## config.mk

```make
export PLATFORM = sky130hd
export DESIGN_NAME = btb_predictor
export DESIGN_NICKNAME = d
export VERILOG_FILES = /design/src/rtl/btb_pkg.sv /design/src/rtl/btb_lru_ages.sv /design/src/rtl/btb_predictor.sv
export SDC_FILE = /design/constraint.sdc
export NUM_CORES = 1
export LEC_CHECK = 0
export BUFFER_PORTS_ARGS = -buffer_cell sky130_fd_sc_hd__buf_2
export CAP_MARGIN = 10
export CORE_UTILIZATION = 50
export CTS_BUF_LIST = sky130_fd_sc_hd__clkbuf_16
export DETAILED_ROUTE_END_ITERATION = 6
export GPL_TIMING_DRIVEN = 0
export PLACE_DENSITY = 0.72
export RECOVER_POWER = 100
export SLEW_MARGIN = 15
export SYNTH_ARGS = -nofsm -noshare
export SYNTH_HDL_FRONTEND = slang
export SYNTH_SLANG_ARGS = --single-unit
```

## constraint.sdc

```tcl
create_clock -name clk -period 4.2 [get_ports clk]
set_input_delay 0.63 -clock clk [delete_from_list [all_inputs] [get_ports clk]]
set_output_delay 0.63 -clock clk [all_outputs]
set_load 0.005 [all_outputs]
```

## src/rtl/btb_pkg.sv

```systemverilog
// Shared definitions for the branch target buffer: counter encodings,
// saturating counter helpers and the default sequential PC increment.
package btb_pkg;

  localparam logic [1:0] CTR_SNT = 2'b00;
  localparam logic [1:0] CTR_WNT = 2'b01;
  localparam logic [1:0] CTR_WT  = 2'b10;
  localparam logic [1:0] CTR_ST  = 2'b11;

  localparam int BTB_INSTR_BYTES = 4;

  function automatic logic [1:0] ctr_inc(input logic [1:0] c);
    return (c == CTR_ST) ? CTR_ST : c + 2'd1;
  endfunction

  function automatic logic [1:0] ctr_dec(input logic [1:0] c);
    return (c == CTR_SNT) ? CTR_SNT : c - 2'd1;
  endfunction

endpackage

```

## src/rtl/btb_lru_ages.sv

```systemverilog
// True-LRU age vector for the BTB (age 0 = MRU) and victim selection:
// lowest-index invalid entry first, otherwise the entry holding the oldest age.
module btb_lru_ages import btb_pkg::*; #(
  parameter int ENTRIES = 4,
  localparam int IW = $clog2(ENTRIES)
) (
  input  logic               clk,
  input  logic               rst_n,
  input  logic [IW-1:0]      touch_idx,
  input  logic               touch,
  input  logic               inval,
  input  logic [ENTRIES-1:0] valid,
  output logic [IW-1:0]      victim
);

  logic [ENTRIES-1:0][IW-1:0] r_age;
  logic [ENTRIES-1:0]         w_used;
  logic [IW-1:0]              w_free_age;
  logic [IW-1:0]              w_old_age;
  logic                       w_found;

  // An invalid slot has no meaningful age; it takes the lowest age not held by
  // any valid entry, so only valid entries below that gap shift and ages stay distinct.
  always_comb begin
    w_used     = '0;
    w_free_age = '0;
    w_found    = 1'b0;
    victim     = '0;
    for (int i = 0; i < ENTRIES; i++)
      if (valid[i]) w_used[r_age[i]] = 1'b1;
    for (int a = ENTRIES - 1; a >= 0; a--)
      if (!w_used[a]) w_free_age = IW'(a);
    w_old_age = valid[touch_idx] ? r_age[touch_idx] : w_free_age;
    for (int i = 0; i < ENTRIES; i++)
      if (!w_found && !valid[i]) begin
        victim  = IW'(i);
        w_found = 1'b1;
      end
    if (!w_found)
      for (int i = 0; i < ENTRIES; i++)
        if (r_age[i] == IW'(ENTRIES - 1)) victim = IW'(i);
  end

  always_ff @(posedge clk or negedge rst_n) begin
    if (!rst_n) begin
      r_age <= '0;
    end else if (inval) begin
      r_age <= '0;
    end else if (touch) begin
      for (int i = 0; i < ENTRIES; i++) begin
        if (IW'(i) == touch_idx)
          r_age[i] <= '0;
        else if (valid[i] && (r_age[i] < w_old_age))
          r_age[i] <= r_age[i] + 1'b1;
      end
    end
  end

endmodule

```

## src/rtl/btb_predictor.sv

```systemverilog
// Fully associative BTB with true-LRU replacement and registered prediction copy.
// Define BTB_SAT_COUNTER_EN for 2-bit saturating direction counters per entry.
module btb_predictor import btb_pkg::*; #(
  parameter int PC_W        = 32,
  parameter int ENTRIES     = 4,
  parameter int INSTR_BYTES = BTB_INSTR_BYTES
) (
  input  logic                      clk,
  input  logic                      rst_n,
  input  logic [PC_W-1:0]           pc,
  input  logic                      upd_valid,
  input  logic [PC_W-1:0]           upd_pc,
  input  logic [PC_W-1:0]           upd_target,
  input  logic                      upd_taken,
  input  logic                      flush,
  output logic [PC_W-1:0]           pred_pc,
  output logic                      pred_hit,
  output logic [PC_W-1:0]           pred_pc_q,
  output logic                      pred_taken_q,
  output logic [$clog2(ENTRIES):0]  occupancy
);

  localparam int IW = $clog2(ENTRIES);
  localparam int OW = IW + 1;
  localparam logic [PC_W-1:0] INC = PC_W'(INSTR_BYTES);

  logic [ENTRIES-1:0] r_valid;
  logic [PC_W-1:0]    r_tag    [ENTRIES];
  logic [PC_W-1:0]    r_target [ENTRIES];
`ifdef BTB_SAT_COUNTER_EN
  logic [1:0]         r_ctr    [ENTRIES];
`endif
  logic [PC_W-1:0]    r_pred_pc_q;
  logic               r_pred_taken_q;

  logic               w_hit, w_upd_hit, w_pred_taken, w_touch;
  logic [IW-1:0]      w_hit_idx, w_upd_idx, w_victim, w_touch_idx;

  always_comb begin
    w_hit     = 1'b0;
    w_hit_idx = '0;
    w_upd_hit = 1'b0;
    w_upd_idx = '0;
    occupancy = '0;
    for (int i = 0; i < ENTRIES; i++) begin
      if (r_valid[i] && (r_tag[i] == pc)) begin
        w_hit     = 1'b1;
        w_hit_idx = IW'(i);
      end
      if (r_valid[i] && (r_tag[i] == upd_pc)) begin
        w_upd_hit = 1'b1;
        w_upd_idx = IW'(i);
      end
      occupancy = occupancy + OW'(r_valid[i]);
    end
`ifdef BTB_SAT_COUNTER_EN
    w_pred_taken = w_hit && r_ctr[w_hit_idx][1];
    w_touch      = upd_valid && !flush && (w_upd_hit || upd_taken);
`else
    w_pred_taken = w_hit;
    w_touch      = upd_valid && !flush && upd_taken;
`endif
    w_touch_idx = w_upd_hit ? w_upd_idx : w_victim;
    pred_hit    = w_hit;
    pred_pc     = w_pred_taken ? r_target[w_hit_idx] : pc + INC;
  end

  btb_lru_ages #(.ENTRIES(ENTRIES)) u_ages (
    .clk       (clk),
    .rst_n     (rst_n),
    .touch_idx (w_touch_idx),
    .touch     (w_touch),
    .inval     (flush),
    .valid     (r_valid),
    .victim    (w_victim)
  );

  always_ff @(posedge clk or negedge rst_n) begin
    if (!rst_n) begin
      r_valid <= '0;
      for (int i = 0; i < ENTRIES; i++) begin
        r_tag[i]    <= '0;
        r_target[i] <= '0;
`ifdef BTB_SAT_COUNTER_EN
        r_ctr[i]    <= CTR_SNT;
`endif
      end
    end else if (flush) begin
      r_valid <= '0;
    end else if (upd_valid) begin
      if (w_upd_hit) begin
        if (upd_taken) r_target[w_upd_idx] <= upd_target;
`ifdef BTB_SAT_COUNTER_EN
        r_ctr[w_upd_idx] <= upd_taken ? ctr_inc(r_ctr[w_upd_idx]) : ctr_dec(r_ctr[w_upd_idx]);
`else
        if (!upd_taken) r_valid[w_upd_idx] <= 1'b0;
`endif
      end else if (upd_taken) begin
        r_valid[w_victim]  <= 1'b1;
        r_tag[w_victim]    <= upd_pc;
        r_target[w_victim] <= upd_target;
`ifdef BTB_SAT_COUNTER_EN
        r_ctr[w_victim]    <= CTR_WT;
`endif
      end
    end
  end

  always_ff @(posedge clk or negedge rst_n) begin
    if (!rst_n) begin
      r_pred_pc_q    <= '0;
      r_pred_taken_q <= 1'b0;
    end else begin
      r_pred_pc_q    <= pred_pc;
      r_pred_taken_q <= w_pred_taken;
    end
  end

  assign pred_pc_q    = r_pred_pc_q;
  assign pred_taken_q = r_pred_taken_q;

endmodule
```

Word-level counts from Yosys, hierarchy flattened. Cells that the tools add are included.

Bits of input ports: 101. Output and inout bits: 69. Flip-flop bits (word level): 301.

$add $sub $neg: 8. Magnitude comparators: 22. Reduce and logical (&&, ||, !) cells: 46. Muxes and demuxes: 81. Bitwise operators: 11. Equality and inequality tests: 16.

Operators with widths (number): bitwise mux 128 bit (3); two-way mux 128 bit (3); equality test 32 bit (8); two-way mux 32 bit (5); demux 32 bit (select 2 bit) (2); binary-select mux 32 bit (select 2 bit) (1); two-way mux 2 bit (26); two-way mux 4 bit (9); adder 32 x 3 -> 32 bit (second input constant) (1); logical AND 1 bit (25); two-way mux 1 bit (22); < comparator 2 x 3 -> 1 bit (second input constant) (7); two-way mux 8 bit (2); OR 4 bit (4); nonzero test 3 bit (5); demux 1 bit (select 2 bit) (6); greater-or-equal comparator 2 x 1 -> 1 bit (second input constant) (6); greater-or-equal comparator 3 bit (second input constant) (3); NOT 2 -> 3 bit (3); adder 2 x 1 -> 2 bit (second input constant) (4); equality test 2 bit (second input constant) (4); < comparator 2 bit (4); AND reduction 2 bit (4); logical NOT 1 bit (6); 16 further kinds (21).

Longest topological paths before layout. Gate-level depths: netlist (run 1).

Depth after elaboration: 24. Mapped depth: 18. Depth with buffers taken out: 17.

Modules after synthesis. A second synthesis (run 1) with hierarchy kept.

Cell total of the unflattened synthesis: 1487. Area, all modules: 16802.4 µm².

By module, submodules not included: btb_predictor (times used 1, cells each 1345, area an instance 15645.0 µm²); btb_lru_ages (times used 1, cells each 142, area an instance 1157.4 µm²).

Worst setup path after synthesis (run 1). Ideal clock, no wire load.

Path kind: input port to flip-flop. From: input upd_pc[4]. To: register u_ages.r_age[2] in the netlist's numbering. Arrival: 4055 ps. Path slack: 20 ps. Cell stages on the path: 15. Buffers on the path: 1. Required time: 4075 ps. Library setup time: 125 ps. Path through: buf_6 -> xor2_1 -> or4_1 -> or4b_1 -> nor3_2 -> a21oi_2 -> or3_4 -> a32oi_4 -> nor2_1 -> a21oi_1 -> ha_1 -> nand3b_1 -> nor2_1 -> a211o_4 -> mux2_4.

Longest elaborated chain between the ends: 14.

Ends and longest elaborated chain: start: declaration (RTL line btb_predictor.sv:12) `input logic [PC_W-1:0] upd_pc,`; equality test 32 bit (RTL line btb_predictor.sv:50) `if (r_valid[i] && (r_tag[i] == upd_pc)) begin`; logical AND 1 bit (RTL line btb_predictor.sv:50); two-way mux 1 bit (4 in a row) (RTL line btb_predictor.sv:50); two-way mux 2 bit (*) (RTL line btb_predictor.sv:63) `w_touch_idx = w_upd_hit ? w_upd_idx : w_victim;`; binary-select mux 2 bit (select 2 bit) or binary-select mux 1 bit (select 2 bit) (tied branches) (RTL line btb_lru_ages.sv:33) `w_old_age = valid[touch_idx] ? r_age[touch_idx] : w_free_age;`; two-way mux 2 bit (implied by the code) or two-way mux 1 bit (tied branches) (RTL line btb_lru_ages.sv:33); two-way mux 2 bit (RTL line btb_lru_ages.sv:33); < comparator 2 bit (RTL line btb_lru_ages.sv:53) `else if (valid[i] && (r_age[i] < w_old_age))`; logical AND 1 bit (RTL line btb_lru_ages.sv:53); nonzero test 3 bit (no line); AND reduction 2 bit (no line); end signal: indexed assignment (RTL line btb_lru_ages.sv:54) `r_age[i] <= r_age[i] + 1'b1;`; end: declaration (RTL line btb_lru_ages.sv:16) `logic [ENTRIES-1:0][IW-1:0] r_age;`.

Every way passes the cells marked *; elsewhere a longest branch is shown, timed or not. The select of a mux whose other input is x is not followed. A chain may end at the register's enable or synchronous reset.

Final worst setup path (run 1).
From: input pc[20]. To: output pred_pc[3].

Longest elaborated chain between the ends: 10.

Ends and longest elaborated chain: start: declaration (RTL line btb_predictor.sv:10) `input logic [PC_W-1:0] pc,`; equality test 32 bit (RTL line btb_predictor.sv:46) `if (r_valid[i] && (r_tag[i] == pc)) begin`; logical AND 1 bit (RTL line btb_predictor.sv:46); two-way mux 1 bit (RTL line btb_predictor.sv:46); two-way mux 2 bit (2 in a row) (RTL line btb_predictor.sv:46); NOT 2 -> 3 bit (implied by the code) (RTL line btb_predictor.sv:65) `pred_pc = w_pred_taken ? r_target[w_hit_idx] : pc + INC;`; binary-select mux 32 bit (select 2 bit) (RTL line btb_predictor.sv:65); two-way mux 32 bit (implied by the code) (2 in a row) (RTL line btb_predictor.sv:65); two-way mux 32 bit (*) (RTL line btb_predictor.sv:65); end: declaration (RTL line btb_predictor.sv:16) `output logic [PC_W-1:0] pred_pc,`.

Marks and branches as above.

==> flow_metrics.py, run 1 <==
metrics = {
    "outcome": {
        "status": "finished with violations",
        "violations": "max-capacitance violations, max-slew violations, negative setup slack",
    },
    "synthesis": {
        "yosys.area.top_type_share_pct": 43.4,
        "yosysSeqAreaShare_pct": 43.4,
        "synthTopCellsByArea": "dfrtp_1 (43%), mux2_2 (17%), xor2_1 (10%)",
        "async_reset_ff_share_pct": 100,
        "yosysWarnings": 0,
        "synthFlopType": "dfrtp_1",
        "ys_top_cells_by_count": "dfrtp_1 (301), mux2_2 (255), xor2_1 (205)",
        "synth_area_leader_cell": "dfrtp_1",
        "synth_edf_count": 0,
        "syn_nets": 1691,
        "synthCells": 1564,
        "synth_area_per_cell_um2": 11.1,
        "synth_seq_cells": 301,
        "syn_area_um2": 17400,
        "synth.most_common_cell": "dfrtp_1",
        "ys_types": 67,
    },
    "critical_path": {
        "crit_chain": "clkbuf_1, xor2_1, nor2_1, nand2_1, or4b_2, o41ai_4, or3b_4, buf_8, mux2_4, buf_6",
        "crit_start": "pc[20]",
        "r2r-end": "u_ages.r_age[3]",
        "worstSetupPathType": "primary input to output pin",
        "r2r_start": "r_tag[47]",
        "crit_slowest_cell": "clkbuf_1",
        "arrival_ps": 3720,
        "crit_path_end_kind": "output pin",
        "cp_max_fo": 8,
        "slowest_delay_ps": 740,
        "rr_worst_depth": 15,
        "worstPathRequired_ps": 3570,
        "r2r_slack_ps": 70,
        "critPathLaunchType": "primary input",
    },
    "sta": {
        "hold_slack_ps": 356,
        "fin_tns_setup_ps": -3520,
        "rsz0062_at_grt": "yes",
        "fmax_mhz": 230,
        "clock-skew-final_ps": 15.2,
        "min_period_ps": 4350,
        "hold_viol": 0,
        "setup_ws_ps": -153,
        "setup-violations-final": 32,
        "post-route-period-util_pct": 104,
        "drv_slew": 54,
        "worst_pin_slew_ps": 3090,
        "max_slew_margin_pct": -106,
    },
    "drt": {
        "firstDrtPassIters": 5,
        "via_per_inst": 6.07,
        "drtIter0Drc": 1202,
        "vias": 13400,
        "detail_route.wl_per_cell_um": 26.0,
        "finalWirelength_um": 57400,
        "drcViolationCount": 0,
        "ant_nets": 0,
    },
    "cells_and_area": {
        "multiInputGateArea_um2": 9570,
        "area_growth_pct": 17.4,
        "drive_gt1_share_pct": 34.1,
        "fin_nets": 1862,
        "fillers": 2846,
        "regArea_um2": 7530,
    },
    "placed_design": {
        "dp_hpwl_um": 40800,
        "place.gp.congestion": 0.939,
        "port_buffers": 107,
        "pre_cts_slack_ps": -1410,
    },
    "power_and_ir_drop": {
        "ir_drop_mv": 0.375,
        "cellPowerDensity_nw_per_um2": 615,
        "leakage_uw": 0.00936,
        "report.power.total_uw": 12500,
    },
    "flow_run": {
        "maxCapViolCount": 1,
    },
    "hold_path": {
        "worst_hold_path.endpoint": "r_valid[3]",
        "hold_path.class": "primary input to flip-flop",
        "worstHoldPathCells": 2,
        "hp-start": "upd_valid",
    },
    "grt": {
        "grt_start_max_net_pins": 87,
        "grt_overflow": 0,
        "grt_pass1_vias": 13300,
        "grt_first_pass_wirelength_um": 83700,
        "antenna_found_initial": 0,
        "grt_usage_pct": 32.0,
    },
    "cts": {
        "cts_buffer_depth": 3,
        "holdBufCountCts": 0,
        "cts_tree": "done",
        "clkLatencyLatePin_ps": 530,
        "clk_pin_slew_worst_paths_ps": 60,
        "clock_tree.root_cell": "clkbuf_16",
        "clock_sinks": 301,
        "cts_buffers": 35,
        "h-tree-depth": 2,
    },
    "floorplanning": {
        "coreArea_um2": 33900,
        "die_h_um": 188,
        "dieArea_um2": 35500,
        "rows": 67,
        "start_util_pct": 51.3,
        "die_w_um": 188,
        "io_pins": 170,
    },
}
-- registers in the layout, summed over array words and instances (netlist names) --
register / flops
r_tag: 128
r_target: 128
pred_pc_q: 32
pred_taken_q: 1
u_ages.r_age: 8
r_valid: 4
-- kinds of logic after synthesis --
group	synth area share (%)
buffers and inverters	3.54
xor gates and xnor gates	14.4
DFF	43.4
AOI/OAI and AO/OA	4.35
and+or+nand+nor	11.7
muxes	20.7
adders and majority gates	1.92
-- worst max-delay path, delay by kind of cell --
kind            cells  cell delay (ps)
buf+inv             3             1040
xor+xnor            1              170
simple gates        4             1290
compound gates      1              270
mux                 1              320
-- placed cells by master (no fill, tap or decap), drive strengths merged, types with 26 or more instances in the layout --
cell and instances:
buf 181, xnor2 80, nand2 58, dfrtp 301, nor4 72, a21oi 68
clkbuf 101, mux2i 65, nand4 26, xor2 205, mux2 261, nor2 96
-- worst max-delay path by stage --
stage	endpoint	slack, ps	cells after the start
6_report	pred_pc[3]	-150	10
5_1_grt	pred_pc[20]	-140	12
4_1_cts	pred_pc[3]	-60	11
3_5_place_dp	pred_pc[29]	-1410	15
3_3_place_gp	r_tag[45]	-3090	1
2_1_floorplan	u_ages.r_age[2]	20	15
-- where the power goes --
group	switching, uW	internal, uW	total [uW]	leakage [uW]
clock network	1230	1700	2930	0.000539
logic	2280	2190	4460	0.00503
registers	1060	4070	5140	0.00379
-- area by class of cell --
type	count	share of cell area [%]
antenna	3	0.0368
buffer	109	3.42
clock buffer	35	4.30
clock inverter	24	0.994
inverter	17	0.313
multi-input combinational	1133	47.0
sequential	301	37.0
tap	448	2.75
timing repair buffer	138	4.28
-- stage by stage --
stage          instances  area [um2]  utilization [%]
2_1_floorplan       1564       17400                -
3_3_place_gp        2119       18500             54.5
3_5_place_dp        2122       18600             54.8
4_1_cts             2196       20100             59.4
5_1_grt             2205       20400             60.2
6_report            2208       20400             60.2
-- layer usage --
| layer | global-route usage, % | share of wire (%) | vias to the layer above |
|---|---|---|---|
| met5 | 0 | 0 | - |
| met4 | 14.4 | 4.4 | 0 |
| met3 | 7.21 | 8.4 | 144 |
| met2 | 49.5 | 45 | 625 |
| met1 | 43.1 | 42 | 6791 |
| li1 | - | - | 5835 |
-- repair_timing --
| action | CTS | global route |
|---|---|---|
| pin swaps | 12 | 20 |
| gates resized for setup | 109 | 66 |
| gates cloned | 1 | 0 |
| setup buffers | 17 | 10 |
| setup endpoints to repair | 125 | 101 |
(Power assumes the default switching activity.)
==> inputs of run 2 (changes only) <==
- CORE_UTILIZATION: 50 -> 35
- CTS_BUF_LIST: sky130_fd_sc_hd__clkbuf_16 -> sky130_fd_sc_hd__clkbuf_2 sky130_fd_sc_hd__clkbuf_4 sky130_fd_sc_hd__clkbuf_8
- PLACE_DENSITY: 0.72 -> default
==> run 2 against run 1 <==
The flow still finishes with violations (max-capacitance violations, max-slew violations, negative setup slack). Non-clock buffer count up 18. Wire length is 4.6% higher. Clock power is 6% higher. Utilization decreased by 18 points. Fmax shrank 3.0%. Count of clock-buffer cells in the layout up 48. Register-to-register slack got worse by 90 ps. Global-route usage is 8.1 points lower. Worst hold slack worse by 130 ps. Critical path type unchanged. Worst setup slack worse by 140 ps. Clock skew increased by 37 ps.
==> flow_metrics.py, run 2 (synthesis results as in run 1) <==
metrics = {
    "outcome": {
        "status": "finished with violations",
        "violations": "max-capacitance violations, max-slew violations, negative setup slack",
    },
    "power_and_ir_drop": {
        "leakage_uw": 0.00946,
        "cellPowerDensity_nw_per_um2": 610,
        "ir_drop_mv": 0.246,
    },
    "cts": {
        "h-tree-depth": 2,
        "cts_buffer_depth": 3,
        "clk_pin_slew_worst_paths_ps": 60,
        "clock_tree.root_cell": "clkbuf_8",
        "cts_tree": "done",
        "clkLatencyLatePin_ps": 690,
        "cts_buffers": 55,
        "clock_sinks": 301,
    },
    "sta": {
        "rsz0062_at_grt": "yes",
        "max_slew_margin_pct": -40.1,
        "post-route-period-util_pct": 107,
        "clock-skew-final_ps": 52.4,
        "fmax_mhz": 223,
        "min_period_ps": 4490,
        "fin_tns_setup_ps": -6950,
        "drv_slew": 147,
        "hold_slack_ps": 226,
        "hold_viol": 0,
        "setup_ws_ps": -289,
        "setup-violations-final": 35,
        "worst_pin_slew_ps": 2100,
    },
    "floorplanning": {
        "die_h_um": 225,
        "coreArea_um2": 49000,
        "dieArea_um2": 50500,
        "rows": 81,
        "die_w_um": 225,
        "start_util_pct": 35.5,
        "io_pins": 170,
    },
    "cells_and_area": {
        "multiInputGateArea_um2": 9620,
        "fin_nets": 1900,
        "final_common_cell": "dfrtp_1",
        "regArea_um2": 7530,
        "most-common-layout-cells": "dfrtp_1 (301), mux2_2 (252), xor2_1 (204), buf_2 (116), nor2_1 (84)",
        "area_growth_pct": 20.3,
        "drive_gt1_share_pct": 36.1,
        "fillers": 4738,
    },
    "grt": {
        "grt_usage_pct": 23.9,
        "grt_start_max_net_pins": 99,
        "grt_overflow": 0,
        "grt_first_pass_wirelength_um": 88300,
        "grt_pass1_vias": 13600,
        "antenna_found_initial": 3,
    },
    "critical_path": {
        "crit_slowest_cell": "or4b_4",
        "slowest_delay_ps": 560,
        "arrival_ps": 3860,
        "crit_path_end_kind": "output pin",
        "cp_top_family": "simple AND/OR/NAND/NOR gates",
        "worstSetupPathType": "primary input to output pin",
        "critPathBufInv": 3,
        "crit_chain": "clkbuf_1, xor2_1, or4_1, nor2_1, and4b_1, nand4b_1, or4b_4, o41ai_4, or3b_4, buf_8, mux2_4, buf_6",
        "worstPathRequired_ps": 3570,
        "critPathLaunchType": "primary input",
        "cp_max_fo": 7,
    },
    "drt": {
        "drcViolationCount": 0,
        "detail_route.wl_per_cell_um": 24.2,
        "drtIter0Drc": 876,
        "ant_nets": 0,
        "via_per_inst": 5.35,
        "vias": 13300,
        "firstDrtPassIters": 5,
        "finalWirelength_um": 60000,
    },
    "hold_path": {
        "hold_path.class": "primary input to flip-flop",
    },
    "placed_design": {
        "pre_cts_slack_ps": -1350,
        "dp_hpwl_um": 43600,
        "port_buffers": 107,
        "place.gp.congestion": 0.876,
    },
    "flow_run": {
        "maxCapViolCount": 2,
    },
}
## run 2: changes by cell type in the layout (fill, tap and decap cells not counted), sizes merged
| cell | previous run | this run |
|---|---|---|
| diode | 3 | 1 |
| inv | 25 | 19 |
| clkinv | 11 | 10 |
| dlygate4sd3 | 0 | 1 |
| clkbuf | 101 | 167 |
| buf | 181 | 180 |
| clkinvlp | 2 | 0 |
## run 2: routing by layer
metal | global-route usage [%] | share of wire, %
met2 | 38.8 | 47
met3 | 4.15 | 6.3
met1 | 31.1 | 42
met5 | 0 | 0.020
met4 | 11.1 | 4.2
## run 2: report_power, final
| group | internal, uW | switching, uW | leakage [uW] | total, uW |
|---|---|---|---|---|
| logic | 2250 | 2270 | 0.00501 | 4520 |
| clock network | 1780 | 1330 | 0.000656 | 3120 |
| registers | 4070 | 1020 | 0.00380 | 5090 |
## run 2: repair_timing
| item | in CTS | in global routing |
|---|---|---|
| hold endpoints to repair | 82 | 0 |
| setup buffers | 29 | 16 |
| pin swaps | 17 | 16 |
| endpoints found under the setup margin | 101 | 131 |
| resized for setup | 118 | 54 |
| hold buffers | 1 | 0 |
| gates cloned | 1 | 0 |
## run 2: cell type report
class | count | share of cell area (%)
Antenna cell | 1 | 0.0120
Buffer | 109 | 3.24
Clock buffer | 83 | 4.99
Clock inverter | 15 | 0.875
Inverter | 17 | 0.306
Multi-Input combinational cell | 1133 | 46.1
Sequential cell | 301 | 36.1
Tap cell | 664 | 3.98
Timing Repair Buffer | 156 | 4.47
## run 2: worst register-to-register path, cell delays in order, from the launching register on
cell and delay, ps:
dfrtp_1 390, buf_4 150, xor2_1 170, or4_1 410, or4b_4 500, nor3_4 260, a21oi_4 90, or3_4 430
a32oi_4 330, nor2_2 100, a21oi_4 190, ha_1 170, nand3b_1 160, nor2_1 70, a211o_4 350, mux2_4 300
## run 2: path summary, 6_finish.rpt
check	from	end	slack [ps]	depth (start not counted)
max reg2reg	r_tag[54]	u_ages.r_age[3]	-20	15
min reg2reg	r_target[35]	r_target[35]	490	1
max in group asynchronous	rst_n	r_target[119]	500	4
min in group asynchronous	rst_n	r_tag[41]	1050	2
max	pc[15]	pred_pc[3]	-290	12
min	upd_target[15]	r_target[47]	230	2
## run 2: per-stage QoR
| stage | total power (uW) | utilization [%] | instance area (um2) | instances |
|---|---|---|---|---|
| final | 12700 | 42.7 | 20900 | 2479 |
| after CTS | 12600 | 42.3 | 20700 | 2464 |
| after detailed placement | 9280 | 38.5 | 18800 | 2338 |
| after floorplan | 7980 | - | 17400 | 1564 |
| after global routing | 13500 | 42.7 | 20900 | 2478 |
| after global placement | 9150 | 38.3 | 18700 | 2335 |
